### src/rtl/bus_write_dec.sv
// Write-side bus decoder: loads one of 15 datapath registers from bus_in and runs req/ack memory writes.
// Optional feature macro PC_INC_EN adds an inc_pc input that auto-increments pc.
module bus_write_dec #(
  parameter int WIDTH       = 16,
  parameter int MEM_TIMEOUT = 15
) (
  input  logic             clk,
  input  logic             rst_n,
`ifdef PC_INC_EN
  input  logic             inc_pc,
`endif
  input  logic [WIDTH-1:0] bus_in,
  input  logic [4:0]       write_en,
  output logic [WIDTH-1:0] pc,
  output logic [WIDTH-1:0] dar,
  output logic [WIDTH-1:0] ir,
  output logic [WIDTH-1:0] ac,
  output logic [WIDTH-1:0] r,
  output logic [WIDTH-1:0] tr,
  output logic [WIDTH-1:0] ri,
  output logic [WIDTH-1:0] rj,
  output logic [WIDTH-1:0] rk,
  output logic [WIDTH-1:0] ti,
  output logic [WIDTH-1:0] tj,
  output logic [WIDTH-1:0] tk,
  output logic [WIDTH-1:0] ao,
  output logic [WIDTH-1:0] tar,
  output logic [WIDTH-1:0] e,
  output logic             mem_req,
  output logic             mem_sel,
  output logic [WIDTH-1:0] mem_addr,
  output logic [WIDTH-1:0] mem_wdata,
  input  logic             mem_ack,
  output logic             busy,
  output logic             mem_err,
  output logic             o_dbg_state
);

  // Handshake: mem_req is a level held from launch until the cycle after mem_ack
  // (or the timeout abort); mem_addr/mem_wdata/mem_sel are stable while mem_req is high.

  typedef enum logic {IDLE = 1'b0, WAIT_ACK = 1'b1} state_e;

  localparam logic [4:0] CODE_DM = 5'd16;
  localparam logic [4:0] CODE_IM = 5'd17;
  localparam logic [7:0] TO_LAST = 8'(MEM_TIMEOUT - 1);

  state_e           r_state;
  state_e           w_next;
  logic             w_launch;
  logic             w_ack_done;
  logic             w_timeout;
  logic             w_mem_code;
  logic [7:0]       r_count;
  logic [WIDTH-1:0] r_file [15];
  logic             r_mem_req;
  logic             r_mem_sel;
  logic [WIDTH-1:0] r_mem_addr;
  logic [WIDTH-1:0] r_mem_wdata;
  logic             r_busy;
  logic             r_mem_err;

  assign w_mem_code = (write_en == CODE_DM) || (write_en == CODE_IM);

  always_ff @(posedge clk) begin
    if (!rst_n) r_state <= IDLE;
    else        r_state <= w_next;
  end

  always_comb begin
    w_next     = r_state;
    w_launch   = 1'b0;
    w_ack_done = 1'b0;
    w_timeout  = 1'b0;
    case (r_state)
      IDLE: begin
        if (w_mem_code) begin
          w_launch = 1'b1;
          w_next   = WAIT_ACK;
        end
      end
      WAIT_ACK: begin
        // Ack has priority over a coinciding timeout.
        if (mem_ack) begin
          w_ack_done = 1'b1;
          w_next     = IDLE;
        end else if (r_count == TO_LAST) begin
          w_timeout = 1'b1;
          w_next    = IDLE;
        end
      end
      default: w_next = IDLE;
    endcase
  end

  // Register file: loads are independent of the memory FSM.
  always_ff @(posedge clk) begin
    if (!rst_n) begin
      for (int i = 0; i < 15; i++) r_file[i] <= '0;
    end else begin
      for (int i = 0; i < 15; i++) begin
        if (write_en == 5'(i + 1)) r_file[i] <= bus_in;
      end
`ifdef PC_INC_EN
      if (inc_pc && (write_en != 5'd1)) r_file[0] <= r_file[0] + 1'b1;
`endif
    end
  end

  always_ff @(posedge clk) begin
    if (!rst_n) begin
      r_mem_req   <= 1'b0;
      r_mem_sel   <= 1'b0;
      r_mem_addr  <= '0;
      r_mem_wdata <= '0;
      r_busy      <= 1'b0;
      r_mem_err   <= 1'b0;
      r_count     <= '0;
    end else begin
      r_mem_err <= w_timeout;
      if (w_launch) begin
        // Address is the pre-update dar/pc value.
        r_mem_addr  <= write_en[0] ? r_file[0] : r_file[1];
        r_mem_wdata <= bus_in;
        r_mem_sel   <= write_en[0];
        r_mem_req   <= 1'b1;
        r_busy      <= 1'b1;
        r_count     <= '0;
      end else if (w_ack_done || w_timeout) begin
        r_mem_req <= 1'b0;
        r_busy    <= 1'b0;
      end else if (r_state == WAIT_ACK) begin
        r_count <= r_count + 8'd1;
      end
    end
  end

  assign pc          = r_file[0];
  assign dar         = r_file[1];
  assign ir          = r_file[2];
  assign ac          = r_file[3];
  assign r           = r_file[4];
  assign tr          = r_file[5];
  assign ri          = r_file[6];
  assign rj          = r_file[7];
  assign rk          = r_file[8];
  assign ti          = r_file[9];
  assign tj          = r_file[10];
  assign tk          = r_file[11];
  assign ao          = r_file[12];
  assign tar         = r_file[13];
  assign e           = r_file[14];
  assign mem_req     = r_mem_req;
  assign mem_sel     = r_mem_sel;
  assign mem_addr    = r_mem_addr;
  assign mem_wdata   = r_mem_wdata;
  assign busy        = r_busy;
  assign mem_err     = r_mem_err;
  assign o_dbg_state = (r_state == WAIT_ACK);

endmodule

### config.mk
export PLATFORM = sky130hd
export DESIGN_NAME = bus_write_dec
export DESIGN_NICKNAME = d
export VERILOG_FILES = /design/src/rtl/bus_write_dec.sv
export SDC_FILE = /design/constraint.sdc
export NUM_CORES = 1
export LEC_CHECK = 0
export CAP_MARGIN = 20
export CELL_PAD_IN_SITES_DETAIL_PLACEMENT = 1
export CELL_PAD_IN_SITES_GLOBAL_PLACEMENT = 2
export CORE_MARGIN = 2
export CORE_UTILIZATION = 30
export CTS_CLUSTER_SIZE = 10
export DETAILED_ROUTE_END_ITERATION = 16
export PLACE_DENSITY_LB_ADDON = 0.1
export SETUP_SLACK_MARGIN = 0.3
export SLEW_MARGIN = 20
export SYNTH_ARGS = -nofsm -noshare
export SYNTH_HDL_FRONTEND = slang
export SYNTH_SLANG_ARGS = --single-unit
export TNS_END_PERCENT = 5
### constraint.sdc
create_clock -name clk -period 4.6 [get_ports clk]
set_input_delay 0.92 -clock clk [delete_from_list [all_inputs] [get_ports clk]]
set_output_delay 0.92 -clock clk [all_outputs]
set_load 0.1 [all_outputs]
==> results.md <==
- Req. time, crit path: about 3.7 ns
- Post-synth EDFFs: 240
- Area Overhead vs Synth: 42.52%
- GRT Overall Usage: between 10% and 20%
- Grt ovf: 0
- Startpoint types: flip-flop
- Static leakage power: 5.109 nW
- Initial antenna violation count: 1
- Hold depth: 2
- IO buf count: 300
- Asr flop ratio synth: 0%
- Cts bufs inserted: 35
- Pins Over Slew Limit: 0
- Share of layout cells above drive strength 1: roughly 6.8%
- Clk buf depth: 3
- Reg-to-reg endpoint: r_count[1]
- Switching Fraction: around a third
- Root buf cell: clkbuf_16
- Drt first pass iters: 5
- Synth top area cells: edfxtp_1 (70%), dfxtp_1 (8.5%), nor2_1 (5.9%), mux2i_1 (1.9%), a21oi_1 (1.8%)
- Final setup viols: 0
- Multi-input gate area: 0.001891 mm²
- Post-CTS Setup Repair Bufs: 0
- Slowest CP cell: clkdlybuf4s50_1
- R2R Setup Slk: 2.59 ns
- Maximum vdd drop: between 0.2 and 0.25 mV
- #FFs+latches synth: 284
- Rel. slew slack: between 20% and 30%
- Row cnt: 67
- P_int: ~4.7 mW
- Fillers: 3461
- Arrival @ worst endpoint: around 2.2 ns
- Routed WL per cell: approximately 23 µm
- Max-Cap Viols: 0
- Sink Count: 284
- Global-route wire length before repair: ~50000 µm
- R2R Path Start: o_dbg_state
- Worst-path clk slew: ~0.06 ns
- Post-synth top flop: edfxtp_1
- DPL Wire Length: between 20000 and 25000 µm
- H-tree depth: 2
- Yosys top cell area share: about 70%
- Via Count: 6908
- Gpl congestion: 0.7418
- DR iter-0 viols: ~330
- Synth top cells by count: edfxtp_1 (240), nor2_1 (162), dfxtp_1 (44), a21oi_1 (38), nand2_1 (35)
- Post-synthesis cell area: between 0.01 and 0.015 mm²
- Final clock skew: about 0.011 ns
- FF/Latch Area: between 0.008 and 0.009 mm²
- Worst-margin pin slew: 1.081 ns
- Fin Setup TNS: 0 ns
- Switching Power: 2.489 mW
- Post-synth cell types: between 40 and 50
- Fmax: around 320 MHz
- CTS tree: yes
- Vias in the first global route: approximately 7100
- Clk network pwr share: between 30% and 40%
- Synth warn: 0
- Area of the core: ~0.034 mm²
- Crit-path leading delay family: buffers and inverters
- Die extent in y: between 150 and 200 µm
- Final worst path period share: a little under 70%
- Die X: 189.5 µm
- Delay of the slowest critical-path stage: approximately 1.2 ns
- Mean Syn Cell Area: about 14 µm²
- Sequential area share after synthesis: roughly four fifths
- Worst-Skew Late Latency: about 0.5 ns
- Crit path buffers/inverters: 1
- Cell Pwr Density: ~490 mW/mm²
- R2R depth: 4
- Logic pwr share: a little under a quarter
- Status: finished clean
- Final hold vios: 0
- Hold Crit Start: mem_wdata[13]
- I/O pins: 301
- DRC viols: 0
- Crit path kind: flip-flop to output port
- Largest net degree at the start of global routing: 41
- RSZ-0062 raised after global routing: false
- Cell Chain, Critical Path: clkdlybuf4s50_1
- Min Tclk post-route: roughly 3.1 ns
- Total power: a little over 7 mW
- Initial Utilization: a little under a third
- Antenna-violating nets left: 0
- Crit Path Max Fanout: 7
- Most common cell in the netlist: edfxtp_1
- Hold EP: mem_wdata[13]
- Seq pwr share: 42.0%
- Post-CTS Resized: 0
- Worst setup EP type: output port
- CP Depth: 1
- DIE AREA: around 0.036 mm²
- Top cell type by total area after synthesis: edfxtp_1
- Net count after synthesis: roughly 750
- Hold_buf cts: 0
- Post-Synthesis Cells: about 720
- Total routed wirelength: between 30000 and 40000 µm
- Final nets: ~1000
- Avg Vias per Cell: between 4 and 5
- HP Class: flip-flop to flip-flop
==> worst max-delay path by stage <==
stage / startpoint / to
floorplan: write_en[0] / r_file[1][32]
global placement: write_en[4] / r_file[0][108]
detailed placement: write_en[4] / r_file[0][103]
CTS: o_dbg_state / o_dbg_state
global route: write_en[4] / r_file[0][104]
finish: o_dbg_state / o_dbg_state
==> through the flow <==
step	util, %	cell area (µm²)	hold slack, ns	worst slack (ns)	std cells
after floorplan	-	10330	0.4478	0.9996	723
after global placement	40.70	13720	0.4662	1.025	1427
after detailed placement	40.70	13720	0.4721	1.001	1427
after CTS	43.66	14710	0.4778	1.400	1481
after global routing	43.66	14710	0.5028	1.382	1481
final	43.67	14720	0.4761	1.459	1482
==> cell type report <==
cell class,instances,area share [%]
sequential,284,54.96
multi-input combinational,359,12.85
clock inverter,5,0.2551
antenna,1,0.01700
tap,448,3.809
inverter,24,0.6121
clock buffer,49,6.521
timing repair buffer,312,20.98
==> cell usage in the layout, fill, tap and decap left out, types with 3 or more instances in the layout <==
master and instances:
a211oi_1 19, a21oi_1 38, buf_4 12, clkbuf_1 12
clkbuf_16 36, clkdlybuf4s50_1 299, dfxtp_1 44, edfxtp_1 240
inv_1 23, mux2i_1 20, nand2_1 35, nand3_1 22
nand4b_1 4, nor2_1 162, o211ai_1 3, o211ai_2 3
o21ai_0 15, o21ai_1 4, o21ai_2 3
==> layer usage <==
| layer | part of all wire, % | global-route usage (%) | vias to the layer above |
|---|---|---|---|
| met5 | 0 | 0 | - |
| met4 | 1.9 | 5.009 | 0 |
| met3 | 8.6 | 6.895 | 42 |
| met2 | 47 | 31.01 | 234 |
| met1 | 42 | 23.94 | 3472 |
| li1 | - | - | 3160 |
==> logic make-up (layout without fill, tap and decap cells) <==
family	after synthesis	after routing	share of synthesized area (%)
buf+inv	80	390	3.586
flops	284	284	78.32
fa+ha+maj	2	2	0.2423
compound gates	95	95	5.707
mux	20	20	1.939
simple gates	242	242	10.20
other cells	0	1	0
==> power by group through the flow <==
stage          logic, mW  clock network (mW)  registers [mW]
6_report            1.72                2.45            3.02
5_1_grt             1.77                2.61            3.03
3_5_place_dp        1.74                   0            3.07
2_1_floorplan      0.138                   0            4.22
3_3_place_gp        1.74                   0            3.07
4_1_cts             1.74                2.53            3.02
==> sequential cells by signal (all words and copies together) (netlist names) <==
name and flops:
busy 1, mem_addr 16, mem_err 1, mem_sel 1, mem_wdata 16, o_dbg_state 1, r_count 8, r_file 240
No activity file was read; power rests on OpenSTA's default activity.
